## src/rtl/pe_if.sv

```systemverilog
// pe_if: bus bundle between the global buffer and one processing element
// master drives loads/control, slave (the PE) returns results and readies
interface pe_if #(
  parameter int DW = 16,
  parameter int PW = 1,
  parameter int PR = 1,
  parameter int S  = 3,
  parameter int F  = 4
);
  logic                  start;
  logic                  r_en;
  logic                  w_en_ifm;
  logic                  w_en_fil;
  logic                  w_en_psum;
  logic                  acum;
  logic [DW*PW+1:0]      data_in_ifm;
  logic [DW*PW-1:0]      data_in_fil;
  logic [DW-1:0]         data_in_psum;
  logic [S-1:0]          stride;
  logic [F-1:0]          filter_size;
  logic [1:0]            mode;
  logic [(2*DW-1)*PR-1:0] out;
  logic                  done;
  logic                  valid;
  logic                  ready_ifm;
  logic                  ready_fil;
  logic                  ready_psum;

  modport master (
    output start, r_en, w_en_ifm, w_en_fil, w_en_psum, acum,
    output data_in_ifm, data_in_fil, data_in_psum,
    output stride, filter_size, mode,
    input  out, done, valid, ready_ifm, ready_fil, ready_psum
  );

  modport slave (
    input  start, r_en, w_en_ifm, w_en_fil, w_en_psum, acum,
    input  data_in_ifm, data_in_fil, data_in_psum,
    input  stride, filter_size, mode,
    output out, done, valid, ready_ifm, ready_fil, ready_psum
  );
endinterface

```

## src/rtl/pe.sv

```systemverilog
// pe: convolution processing element
// buffers an IFM row, filter taps and psums; MACs sliding windows into a FIFO
module pe #(
  parameter int DATA_WIDTH     = 16,
  parameter int ADDR_WIDTH_IFM = 4,
  parameter int ADDR_WIDTH_FIL = 5,
  parameter int S              = 3,
  parameter int F              = 4,
  parameter int PAR_WRITE      = 1,
  parameter int PAR_READ       = 1,
  parameter int FIL_DEPTH      = 6
) (
  input logic clk,
  input logic rst_n,
  pe_if.slave bus
);
  localparam int DW = DATA_WIDTH;
  localparam int PX = DATA_WIDTH * PAR_WRITE;
  localparam int AW = 2 * DW - 1;
  localparam int OW = AW * PAR_READ;
  localparam int AI = ADDR_WIDTH_IFM;
  localparam int AP = ADDR_WIDTH_FIL;
  localparam int IW = AI + 4;
  localparam int CW = $clog2(FIL_DEPTH + 1);
  localparam int FA = $clog2(FIL_DEPTH);
  localparam int XW = 8;
  localparam logic [IW-1:0] IDEPTH = IW'(1 << AI);
  localparam logic [AP:0]   PDEPTH = (AP + 1)'(1 << AP);
  localparam logic [CW-1:0] FDEPTH = CW'(FIL_DEPTH);

  typedef enum logic {IDLE, RUN} state_t;

  state_t state_q, state_d;
  logic start_q, ren_q, wifm_q, wfil_q, wpsum_q;
  logic start_e, ren_e, wifm_e, wfil_e, wpsum_e;
  logic [S-1:0] stride_q, stride_d;
  logic [F-1:0] k_q, k_d, nf_q, nf_d, t_q, t_d, f_q, f_d;
  logic [1:0] mode_q, mode_d;
  logic acum_q, acum_d;
  logic [CW-1:0] fcnt_q, fcnt_d;
  logic [IW-1:0] wr_q, wr_d, n_q, n_d, base_q, base_d;
  logic nv_q, nv_d;
  logic [AP:0] pwr_q, pwr_d, prd_q, prd_d, owr_q, owr_d, ord_q, ord_d;
  logic [AW-1:0] acc_q, acc_d;
  logic [OW-1:0] out_q, out_d;
  logic valid_q, valid_d, done_q, done_d;

  logic [DW-1:0] fil_mem [FIL_DEPTH];
  logic [DW-1:0] ifm_mem [1 << AI];
  logic [DW-1:0] ps_mem  [1 << AP];
  logic [AW-1:0] of_mem  [1 << AP];

  logic fil_we, ifm_we, ps_we, of_we;
  logic [FA-1:0] fil_wa, fa;
  logic [AI-1:0] ifm_wa;
  logic [AP-1:0] ps_wa;
  logic [IW-1:0] wa, idx, fb;
  logic [F-1:0] kdiv, nf_in;
  logic fm, ifm_full, ps_full, ps_empty, of_full, of_empty;
  logic have_fil, have_ifm, last_tap, can_push, row_end, k_bad;
  logic [DW-1:0] px, tw, ps;
  logic [AW-1:0] pxs, tws, psx, prod, sum, res;

  assign start_e = bus.start & ~start_q;
  assign ren_e   = bus.r_en & ~ren_q;
  assign wifm_e  = bus.w_en_ifm & ~wifm_q;
  assign wfil_e  = bus.w_en_fil & ~wfil_q;
  assign wpsum_e = bus.w_en_psum & ~wpsum_q;

  assign kdiv  = (bus.filter_size == '0) ? F'(1) : bus.filter_size;
  assign nf_in = bus.mode[1] ? F'(FIL_DEPTH / int'(kdiv)) : F'(1);

  assign fm       = mode_q == 2'b11;
  assign fb       = fm ? '0 : base_q;
  assign ifm_full = (wr_q > fb) && ((wr_q - fb) >= IDEPTH);
  assign ps_full  = (pwr_q - prd_q) == PDEPTH;
  assign ps_empty = pwr_q == prd_q;
  assign of_full  = (owr_q - ord_q) == PDEPTH;
  assign of_empty = owr_q == ord_q;

  assign k_bad    = (k_q == '0) || (int'(k_q) > FIL_DEPTH);
  assign idx      = base_q + IW'(t_q);
  assign fa       = FA'(f_q) * FA'(k_q) + FA'(t_q);
  assign have_fil = XW'(fcnt_q) >= XW'(nf_q) * XW'(k_q);
  assign have_ifm = (idx < wr_q) && (!fm || nv_q);
  assign last_tap = t_q == k_q - F'(1);
  assign can_push = !of_full && (!acum_q || !ps_empty);
  assign row_end  = nv_q &&
                    (({1'b0, base_q} + (IW + 1)'(k_q)) > {1'b0, n_q});

  assign px   = ifm_mem[idx[AI-1:0]];
  assign tw   = fil_mem[fa];
  assign ps   = ps_mem[prd_q[AP-1:0]];
  assign pxs  = {{(AW - DW){px[DW-1]}}, px};
  assign tws  = {{(AW - DW){tw[DW-1]}}, tw};
  assign psx  = {{(AW - DW){ps[DW-1]}}, ps};
  assign prod = pxs * tws;
  assign sum  = acc_q + prod;
  assign res  = sum + (acum_q ? psx : '0);

  assign bus.out        = out_q;
  assign bus.valid      = valid_q;
  assign bus.done       = done_q;
  assign bus.ready_ifm  = !ifm_full;
  assign bus.ready_fil  = fcnt_q < FDEPTH;
  assign bus.ready_psum = !ps_full;

  // next state: job control, MAC sequencing, buffer writes and FIFO reads
  always_comb begin
    state_d  = state_q;
    stride_d = stride_q;
    k_d      = k_q;
    nf_d     = nf_q;
    t_d      = t_q;
    f_d      = f_q;
    mode_d   = mode_q;
    acum_d   = acum_q;
    fcnt_d   = fcnt_q;
    wr_d     = wr_q;
    n_d      = n_q;
    base_d   = base_q;
    nv_d     = nv_q;
    pwr_d    = pwr_q;
    prd_d    = prd_q;
    owr_d    = owr_q;
    ord_d    = ord_q;
    acc_d    = acc_q;
    out_d    = out_q;
    valid_d  = 1'b0;
    done_d   = done_q;
    fil_we   = 1'b0;
    fil_wa   = '0;
    ifm_we   = 1'b0;
    ifm_wa   = '0;
    ps_we    = 1'b0;
    ps_wa    = '0;
    of_we    = 1'b0;
    wa       = '0;
    if (start_e) begin
      state_d  = RUN;
      stride_d = (bus.stride == '0) ? S'(1) : bus.stride;
      k_d      = bus.filter_size;
      nf_d     = nf_in;
      mode_d   = bus.mode;
      acum_d   = bus.acum;
      fcnt_d   = '0;
      wr_d     = '0;
      n_d      = '0;
      nv_d     = 1'b0;
      base_d   = '0;
      t_d      = '0;
      f_d      = '0;
      acc_d    = '0;
      pwr_d    = '0;
      prd_d    = '0;
      owr_d    = '0;
      ord_d    = '0;
      done_d   = 1'b0;
    end else if (state_q == RUN) begin
      if (k_bad ||
          (t_q == '0 && row_end &&
           (fm ? (base_q == '0 || f_q == nf_q - F'(1)) : f_q == '0))) begin
        state_d = IDLE;
        done_d  = 1'b1;
      end else if (t_q == '0 && row_end && fm) begin
        f_d    = f_q + F'(1);
        base_d = '0;
      end else if (have_fil && have_ifm && (!last_tap || can_push)) begin
        if (last_tap) begin
          of_we = 1'b1;
          owr_d = owr_q + 1'b1;
          acc_d = '0;
          t_d   = '0;
          if (acum_q) prd_d = prd_q + 1'b1;
          if (fm) begin
            base_d = base_q + IW'(stride_q);
          end else if (f_q == nf_q - F'(1)) begin
            f_d    = '0;
            base_d = base_q + IW'(stride_q);
          end else begin
            f_d = f_q + F'(1);
          end
        end else begin
          acc_d = sum;
          t_d   = t_q + F'(1);
        end
      end
    end
    if (wfil_e && fcnt_d < FDEPTH) begin
      fil_we = 1'b1;
      fil_wa = FA'(fcnt_d);
      fcnt_d = fcnt_d + CW'(1);
    end
    if (wifm_e && (start_e || !ifm_full)) begin
      wa     = bus.data_in_ifm[PX+1] ? '0 : wr_d;
      ifm_we = 1'b1;
      ifm_wa = wa[AI-1:0];
      wr_d   = wa + IW'(1);
      if (bus.data_in_ifm[PX]) begin
        n_d  = wa + IW'(1);
        nv_d = 1'b1;
      end
    end
    if (wpsum_e && (start_e || !ps_full)) begin
      ps_we = 1'b1;
      ps_wa = pwr_d[AP-1:0];
      pwr_d = pwr_d + 1'b1;
    end
    if (ren_e && !start_e && !of_empty) begin
      out_d   = OW'(of_mem[ord_q[AP-1:0]]);
      valid_d = 1'b1;
      ord_d   = ord_q + 1'b1;
    end
  end

  // buffer storage, no reset needed: pointers gate every read
  always_ff @(posedge clk) begin
    if (fil_we) fil_mem[fil_wa] <= bus.data_in_fil[DW-1:0];
    if (ifm_we) ifm_mem[ifm_wa] <= bus.data_in_ifm[DW-1:0];
    if (ps_we) ps_mem[ps_wa] <= bus.data_in_psum;
    if (of_we) of_mem[owr_q[AP-1:0]] <= res;
  end

  // state register with async clear
  always_ff @(posedge clk or negedge rst_n) begin
    if (!rst_n) begin
      state_q  <= IDLE;
      start_q  <= 1'b0;
      ren_q    <= 1'b0;
      wifm_q   <= 1'b0;
      wfil_q   <= 1'b0;
      wpsum_q  <= 1'b0;
      stride_q <= S'(1);
      k_q      <= '0;
      nf_q     <= '0;
      t_q      <= '0;
      f_q      <= '0;
      mode_q   <= '0;
      acum_q   <= 1'b0;
      fcnt_q   <= '0;
      wr_q     <= '0;
      n_q      <= '0;
      base_q   <= '0;
      nv_q     <= 1'b0;
      pwr_q    <= '0;
      prd_q    <= '0;
      owr_q    <= '0;
      ord_q    <= '0;
      acc_q    <= '0;
      out_q    <= '0;
      valid_q  <= 1'b0;
      done_q   <= 1'b0;
    end else begin
      state_q  <= state_d;
      start_q  <= bus.start;
      ren_q    <= bus.r_en;
      wifm_q   <= bus.w_en_ifm;
      wfil_q   <= bus.w_en_fil;
      wpsum_q  <= bus.w_en_psum;
      stride_q <= stride_d;
      k_q      <= k_d;
      nf_q     <= nf_d;
      t_q      <= t_d;
      f_q      <= f_d;
      mode_q   <= mode_d;
      acum_q   <= acum_d;
      fcnt_q   <= fcnt_d;
      wr_q     <= wr_d;
      n_q      <= n_d;
      base_q   <= base_d;
      nv_q     <= nv_d;
      pwr_q    <= pwr_d;
      prd_q    <= prd_d;
      owr_q    <= owr_d;
      ord_q    <= ord_d;
      acc_q    <= acc_d;
      out_q    <= out_d;
      valid_q  <= valid_d;
      done_q   <= done_d;
    end
  end
endmodule

```

## src/flat_wrapper.sv

```systemverilog
// flat-port wrapper written by rule: the top's interface ports become plain ports
module pe_flat 
#(
  parameter int DATA_WIDTH     = 16,
  parameter int ADDR_WIDTH_IFM = 4,
  parameter int ADDR_WIDTH_FIL = 5,
  parameter int S              = 3,
  parameter int F              = 4,
  parameter int PAR_WRITE      = 1,
  parameter int PAR_READ       = 1,
  parameter int FIL_DEPTH      = 6
)
  (clk, rst_n, bus_start, bus_r_en, bus_w_en_ifm, bus_w_en_fil, bus_w_en_psum, bus_acum, bus_data_in_ifm, bus_data_in_fil, bus_data_in_psum, bus_stride, bus_filter_size, bus_mode, bus_out, bus_done, bus_valid, bus_ready_ifm, bus_ready_fil, bus_ready_psum);
  pe_if #(.DW((16)), .PW(1), .PR(1), .S(S), .F(F)) bus_i ();
  input logic clk;
  input logic rst_n;
  input wire logic [$bits(bus_i.start)-1:0] bus_start;
  input wire logic [$bits(bus_i.r_en)-1:0] bus_r_en;
  input wire logic [$bits(bus_i.w_en_ifm)-1:0] bus_w_en_ifm;
  input wire logic [$bits(bus_i.w_en_fil)-1:0] bus_w_en_fil;
  input wire logic [$bits(bus_i.w_en_psum)-1:0] bus_w_en_psum;
  input wire logic [$bits(bus_i.acum)-1:0] bus_acum;
  input wire logic [$bits(bus_i.data_in_ifm)-1:0] bus_data_in_ifm;
  input wire logic [$bits(bus_i.data_in_fil)-1:0] bus_data_in_fil;
  input wire logic [$bits(bus_i.data_in_psum)-1:0] bus_data_in_psum;
  input wire logic [$bits(bus_i.stride)-1:0] bus_stride;
  input wire logic [$bits(bus_i.filter_size)-1:0] bus_filter_size;
  input wire logic [$bits(bus_i.mode)-1:0] bus_mode;
  output wire logic [$bits(bus_i.out)-1:0] bus_out;
  output wire logic [$bits(bus_i.done)-1:0] bus_done;
  output wire logic [$bits(bus_i.valid)-1:0] bus_valid;
  output wire logic [$bits(bus_i.ready_ifm)-1:0] bus_ready_ifm;
  output wire logic [$bits(bus_i.ready_fil)-1:0] bus_ready_fil;
  output wire logic [$bits(bus_i.ready_psum)-1:0] bus_ready_psum;
  assign bus_i.start = bus_start;
  assign bus_i.r_en = bus_r_en;
  assign bus_i.w_en_ifm = bus_w_en_ifm;
  assign bus_i.w_en_fil = bus_w_en_fil;
  assign bus_i.w_en_psum = bus_w_en_psum;
  assign bus_i.acum = bus_acum;
  assign bus_i.data_in_ifm = bus_data_in_ifm;
  assign bus_i.data_in_fil = bus_data_in_fil;
  assign bus_i.data_in_psum = bus_data_in_psum;
  assign bus_i.stride = bus_stride;
  assign bus_i.filter_size = bus_filter_size;
  assign bus_i.mode = bus_mode;
  assign bus_out = bus_i.out;
  assign bus_done = bus_i.done;
  assign bus_valid = bus_i.valid;
  assign bus_ready_ifm = bus_i.ready_ifm;
  assign bus_ready_fil = bus_i.ready_fil;
  assign bus_ready_psum = bus_i.ready_psum;
  pe #(.DATA_WIDTH(DATA_WIDTH), .ADDR_WIDTH_IFM(ADDR_WIDTH_IFM), .ADDR_WIDTH_FIL(ADDR_WIDTH_FIL), .S(S), .F(F), .PAR_WRITE(PAR_WRITE), .PAR_READ(PAR_READ), .FIL_DEPTH(FIL_DEPTH)) u_core (.clk(clk), .rst_n(rst_n), .bus(bus_i));
endmodule
```

## config.mk

```make
export PLATFORM = sky130hd
export DESIGN_NAME = pe_flat
export DESIGN_NICKNAME = d
export VERILOG_FILES = /design/src/rtl/pe_if.sv /design/src/rtl/pe.sv /design/src/flat_wrapper.sv
export SDC_FILE = /design/constraint.sdc
export NUM_CORES = 2
export LEC_CHECK = 0
export CORE_ASPECT_RATIO = 0.7
export CORE_MARGIN = 5
export CORE_UTILIZATION = 45
export CTS_CLUSTER_DIAMETER = 60
export DETAILED_ROUTE_END_ITERATION = 10
export DONT_BUFFER_PORTS = 1
export RECOVER_POWER = 100
export SYNTH_ARGS = -nofsm -noshare
export SYNTH_HDL_FRONTEND = slang
export SYNTH_SLANG_ARGS = --single-unit
```

## constraint.sdc

```tcl
create_clock -name clk -period 18.1 [get_ports clk]
set_input_delay 1.81 -clock clk [delete_from_list [all_inputs] [get_ports clk]]
set_output_delay 1.81 -clock clk [all_outputs]
set_load 0.1 [all_outputs]
```

Word-level counts from Yosys, hierarchy flattened
Memory sizes are Yosys's and may differ from the RTL's. A register that Yosys moved wholly into a read port is not among the register bits.
Cells that the tools add are included.

storage, ports and cells
  register bits after elaboration = 113
  latch bits = 0
  bits in writable memories = 1856
  bits in read-only memories = 0
  input port bits = 67
  output and inout bits = 36
  memories kept = 4

cells by class
  add/subtract/negate cells = 19
  $mul = 3
  divide/modulo/power cells = 1
  $lt $le $gt $ge = 8
  eq/ne operators = 10
  shifts and indexed selects = 0
  muxes and demuxes = 89
  bitwise logic cells = 10
  reduce and logical (&&, ||, !) cells = 53

memories
  name            words  bits a word  rd ports  clocked after Yosys merged registers in  write ports  line      source
  u_core.of_mem   32     31           1         1                                        1            pe.sv:51  logic [AW-1:0] of_mem [1 << AP];
  u_core.ps_mem   32     16           1         0                                        1            pe.sv:50  logic [DW-1:0] ps_mem [1 << AP];
  u_core.ifm_mem  16     16           1         0                                        1            pe.sv:49  logic [DW-1:0] ifm_mem [1 << AI];
  u_core.fil_mem  6      16           1         0                                        1            pe.sv:48  logic [DW-1:0] fil_mem [FIL_DEPTH];

operators by type and width
  operator              number
  $mux 31               7
  $mux 8                15
  $mux 6                17
  $mux 4                17
  $add 31x31->31        2
  $div 4x5->32 const A  1
  $mul 16x16->31        1
  $mux 1                28
  $add 6x1->6 const B   4
  $logic_not 4->1       4
  $reduce_and 5->1      3
  $logic_and 1x1->1     14
  $eq 6x6->1            2
  $eq 6x6->1 const B    2
  $mux 3                4
  $reduce_bool 2->1     6
  $sub 6x6->6           2
  $logic_not 1->1       10
  $add 8x4->9           1
  $gt 9x8->1            1
  $add 4x1->4 const B   2
  $add 8x1->8 const B   1
  $add 8x3->8           1
  $add 8x4->8           1
  other kinds (27)      47

Logic depth before layout (Yosys ltp)
  depth in word-level cells = 13
  gate-level depth with buffers = 89
  mapped depth without buffers = 76

Least setup slack after synthesis
Ideal clock, no wire load.

  path type = input-to-reg
  start point = input bus_filter_size[2]
  end point = register u_core.nf_q[0]
  library setup time = 130 ps
  arrival time = 17677 ps
  setup slack = 292 ps
  stages on the path = 80
  buffers on the path = 9
  path through = inv_1 > ha_1 > buf_2 > nand2b_1 > nand2_1 > inv_1 > clkbuf_1 > ha_1 > clkbuf_1 > inv_1 > o211ai_1 > a31o_1 > a211oi_2 > a221oi_4 > nand4_1 > a211oi_4 > mux2_1 > o211ai_1 > [... 44 more ...] > buf_2 > o21ai_0 > a21oi_1 > ha_1 > nor2_1 > o2111ai_2 > mux2i_1 > nand2b_1 > or3_1 > buf_6 > o21ai_1 > xor2_1 > nor4b_2 > nand4_2 > a41o_1 > o2bb2ai_1 > nor4_1 > o22ai_1

between the ends
  word-level cells in the longest chain between the ends = 4

ends and longest elaborated chain
  item                  line                source
  from (decl)           flat_wrapper.sv:27  input wire logic [$bits(bus_i.filter_size)-1:0] bus_filter_size;
  $logic_not 4->1       pe.sv:70            assign kdiv = (bus.filter_size == '0) ? F'(1) : bus.filter_size;
  $mux 4 *              pe.sv:70
  $div 4x5->32 *        pe.sv:71            assign nf_in = bus.mode[1] ? F'(FIL_DEPTH / int'(kdiv)) : F'(1);
  $mux 4 *              pe.sv:71
  to (signal assigned)  pe.sv:262           nf_q <= nf_d;
  to (decl)             pe.sv:37            logic [F-1:0] k_q, k_d, nf_q, nf_d, t_q, t_d, f_q, f_d;

Mark *: on every way between the ends. The rest lies on a longest branch, timed or not.
A chain may end at the register's enable or synchronous reset.

Final worst setup path
Same ends and word-level chain as after synthesis.

==> impl_metrics.ini <==
[run_status]
outcome = finished with violations
violations = capacitance limit, slew limit

[clock_tree]
hold_buffers = 0
cts_buffer_depth = 4
cts-root-buf = clkbuf_16
path_clk_slew_ps = 60
clk_latency_ps = 870
cts_buffers = 196
htreeDepth = 4
clock-sinks = 2000
cts_tree = yes

[timing]
rsz0062_at_grt = no
fin_worst_skew_ps = 94.3
setup_viol = 0
report.final.slew_viol_count = 1955
period_share_pct = 94.8
relSlewSlack_pct = -139
fmax_mhz = 58.3
finalCriticalPeriod_ps = 17160
hold_violations = 0
tightest_slew_ps = 3580

[critical_path]
worst_setup_path_start_kind = primary input
r2r_cells = 43
cp_common_cell = ha_1
critical_path_class = primary input to flip-flop
cp.required_ps = 18770
critPathCaptureType = flip-flop
critPathMaxStageDelay_ps = 590
worst-endpoint-arrival_ps = 17830
path_max_fanout = 14
slowest_stage = or4_4

[place]
numPortBuffers = 0
place_congestion = 0.928
dp_hpwl_um = 169000

[routing]
dr.pass1.iters = 5
routed_via_density = 6.01
drt_iter0_markers = 6687
drc = 0
vias = 57938
ant_nets = 0
routedWlPerCell_um = 27.3
wl_um = 263000

[yosys]
seq_area_frac_synth_pct = 60.4
postSynthCellCount = 6274
yosysTopAreaCell = edfxtp_1
synthFlopType = edfxtp_1
synth_top_area_share_pct = 56.7
ys_seq_elements = 2000
syn_area_per_cell_um2 = 15.7
synth_edf_count = 1856
ys_async_sr_fraction_pct = 7.20
synth_area_um2 = 98300
syn_nets = 6860
synth_warnings = 0
synth_area_leaders = edfxtp_1, mux4_2, fa_1
ys_types = 138

[die]
coreArea_um2 = 217000
initial_core_util_pct = 45.3
die_h_um = 401
pin_count = 103
row_count = 143
dieArea_um2 = 228000
die_x_um = 569

[flow_run]
cap_violations = 75

[global_routing]
grt_first_pass_wirelength_um = 392000
grt_usage_pct = 22.9
grt_overflow = 0
first_global_vias = 57436
antenna_found_initial = 7
grt_max_degree = 145

[layout]
final_cell_mix = edfxtp_1, mux4_2, nand2_1
drive_above_1_share_pct = 19.1
syn2layout_area_growth_pct = 11.8
final_util_pct = 50.6
nets = 7166
layout_commonest_cell = edfxtp_1

[worst_hold_path]
min_path_cells = 2
hold_path.class = flip-flop to flip-flop
## Yosys cell counts, types with 15 or more instances
master	count
a31oi_1	38
nand2b_1	47
nor4_1	34
o211ai_1	17
mux2i_1	69
o2111ai_1	15
nand4_1	31
nand2_1	503
nor2b_1	48
o21a_1	20
buf_2	17
a211oi_1	21
o21ai_0	183
fa_1	294
a21oi_1	178
a21o_1	41
or3_1	25
xor2_1	55
a21boi_0	24
ha_1	225
clkbuf_1	183
a22o_1	33
and3_1	22
nor2_1	334
dfrtp_1	143
nor3_1	95
xnor2_1	124
inv_1	404
and2_1	43
or2_2	18
nand3_1	116
o21ai_1	39
buf_1	65
o22ai_1	15
edfxtp_1	1856
o21bai_1	33
mux4_2	561
## metrics by stage
stage / instances / instance area (um^2) / hold slack, ps / setup WS [ps] / setup TNS (ps)
2_1_floorplan: 6274 / 98300 / 437 / 292 / 0
3_3_place_gp: 9270 / 104000 / 454 / 189 / 0
3_5_place_dp: 9270 / 104000 / 459 / -10.8 / -10.8
4_1_cts: 9614 / 111000 / 469 / 759 / 0
5_1_grt: 9626 / 110000 / 507 / 2.18 / 0
6_report: 9635 / 110000 / 465 / 942 / 0
## worst max-delay path, delay by kind of cell
kind	cells	cell delay (ps)
compound gates	28	6640
fa+ha+maj	6	1550
buf+inv	7	960
mux	2	470
simple gates	24	6390
## final cells by class
class	count	area, um^2
Antenna cell	9	22.5
Clock buffer	244	5200
Clock inverter	100	953
Fill cell	18084	107000
Inverter	411	1550
Multi-Input combinational cell	3592	36800
Sequential cell	2000	59400
Tap cell	2900	3630
Timing Repair Buffer	379	2480
## path summary, 6_finish.rpt
path	from	to	slack, ps
setup / recovery	bus_filter_size[2]	u_core.nf_q[0]$_DFFE_PN0P_	940
hold / removal	u_core.stride_q[0]$_DFFE_PN1P_	u_core.stride_q[0]$_DFFE_PN1P_	460
max in group asynchronous	rst_n	u_core.ord_q[0]$_DFFE_PN0P_	16860
min in group asynchronous	rst_n	u_core.bus.out[20]$_DFFE_PN0P_	690
hold reg to reg	u_core.stride_q[0]$_DFFE_PN1P_	u_core.stride_q[0]$_DFFE_PN1P_	460
setup reg to reg	u_core.base_q[1]$_DFFE_PN0P_	u_core.of_mem[14][28]$_DFFE_PP_	1530
## logic make-up after synthesis
group | synth area share, %
DFF | 60.4
adders and majority gates | 8.86
muxes | 13.7
xor gates and xnor gates | 1.63
buffers and inverters | 2.68
and+or+nand+nor | 6.93
AOI/OAI and AO/OA | 5.84
## flip-flops by register name, indices dropped and copies added (netlist names), 6 cells and up
signal          flops
u_core.owr_q        6
u_core.bus.out     31
u_core.prd_q        6
u_core.of_mem     992
u_core.ord_q        6
u_core.ps_mem     512
u_core.ifm_mem    256
u_core.base_q       8
u_core.acc_q       31
u_core.fil_mem     96
u_core.wr_q         8
u_core.n_q          8
u_core.pwr_q        6
## layer usage
layer,vias to the layer above,part of all wire [%],GRT usage [%]
li1,24744,-,-
met1,30482,46,36.5
met2,2415,44,33.1
met3,295,8.8,4.54
met4,2,1.4,3.68
met5,-,0.0046,0
## repair_timing
item,CTS,global route
setup buffers,0,9
endpoints found under the setup margin,0,2
gates resized for setup,0,22
Power is not shown: default switching activity piles up to over one toggle a cycle in this logic, so the estimate is an artifact.
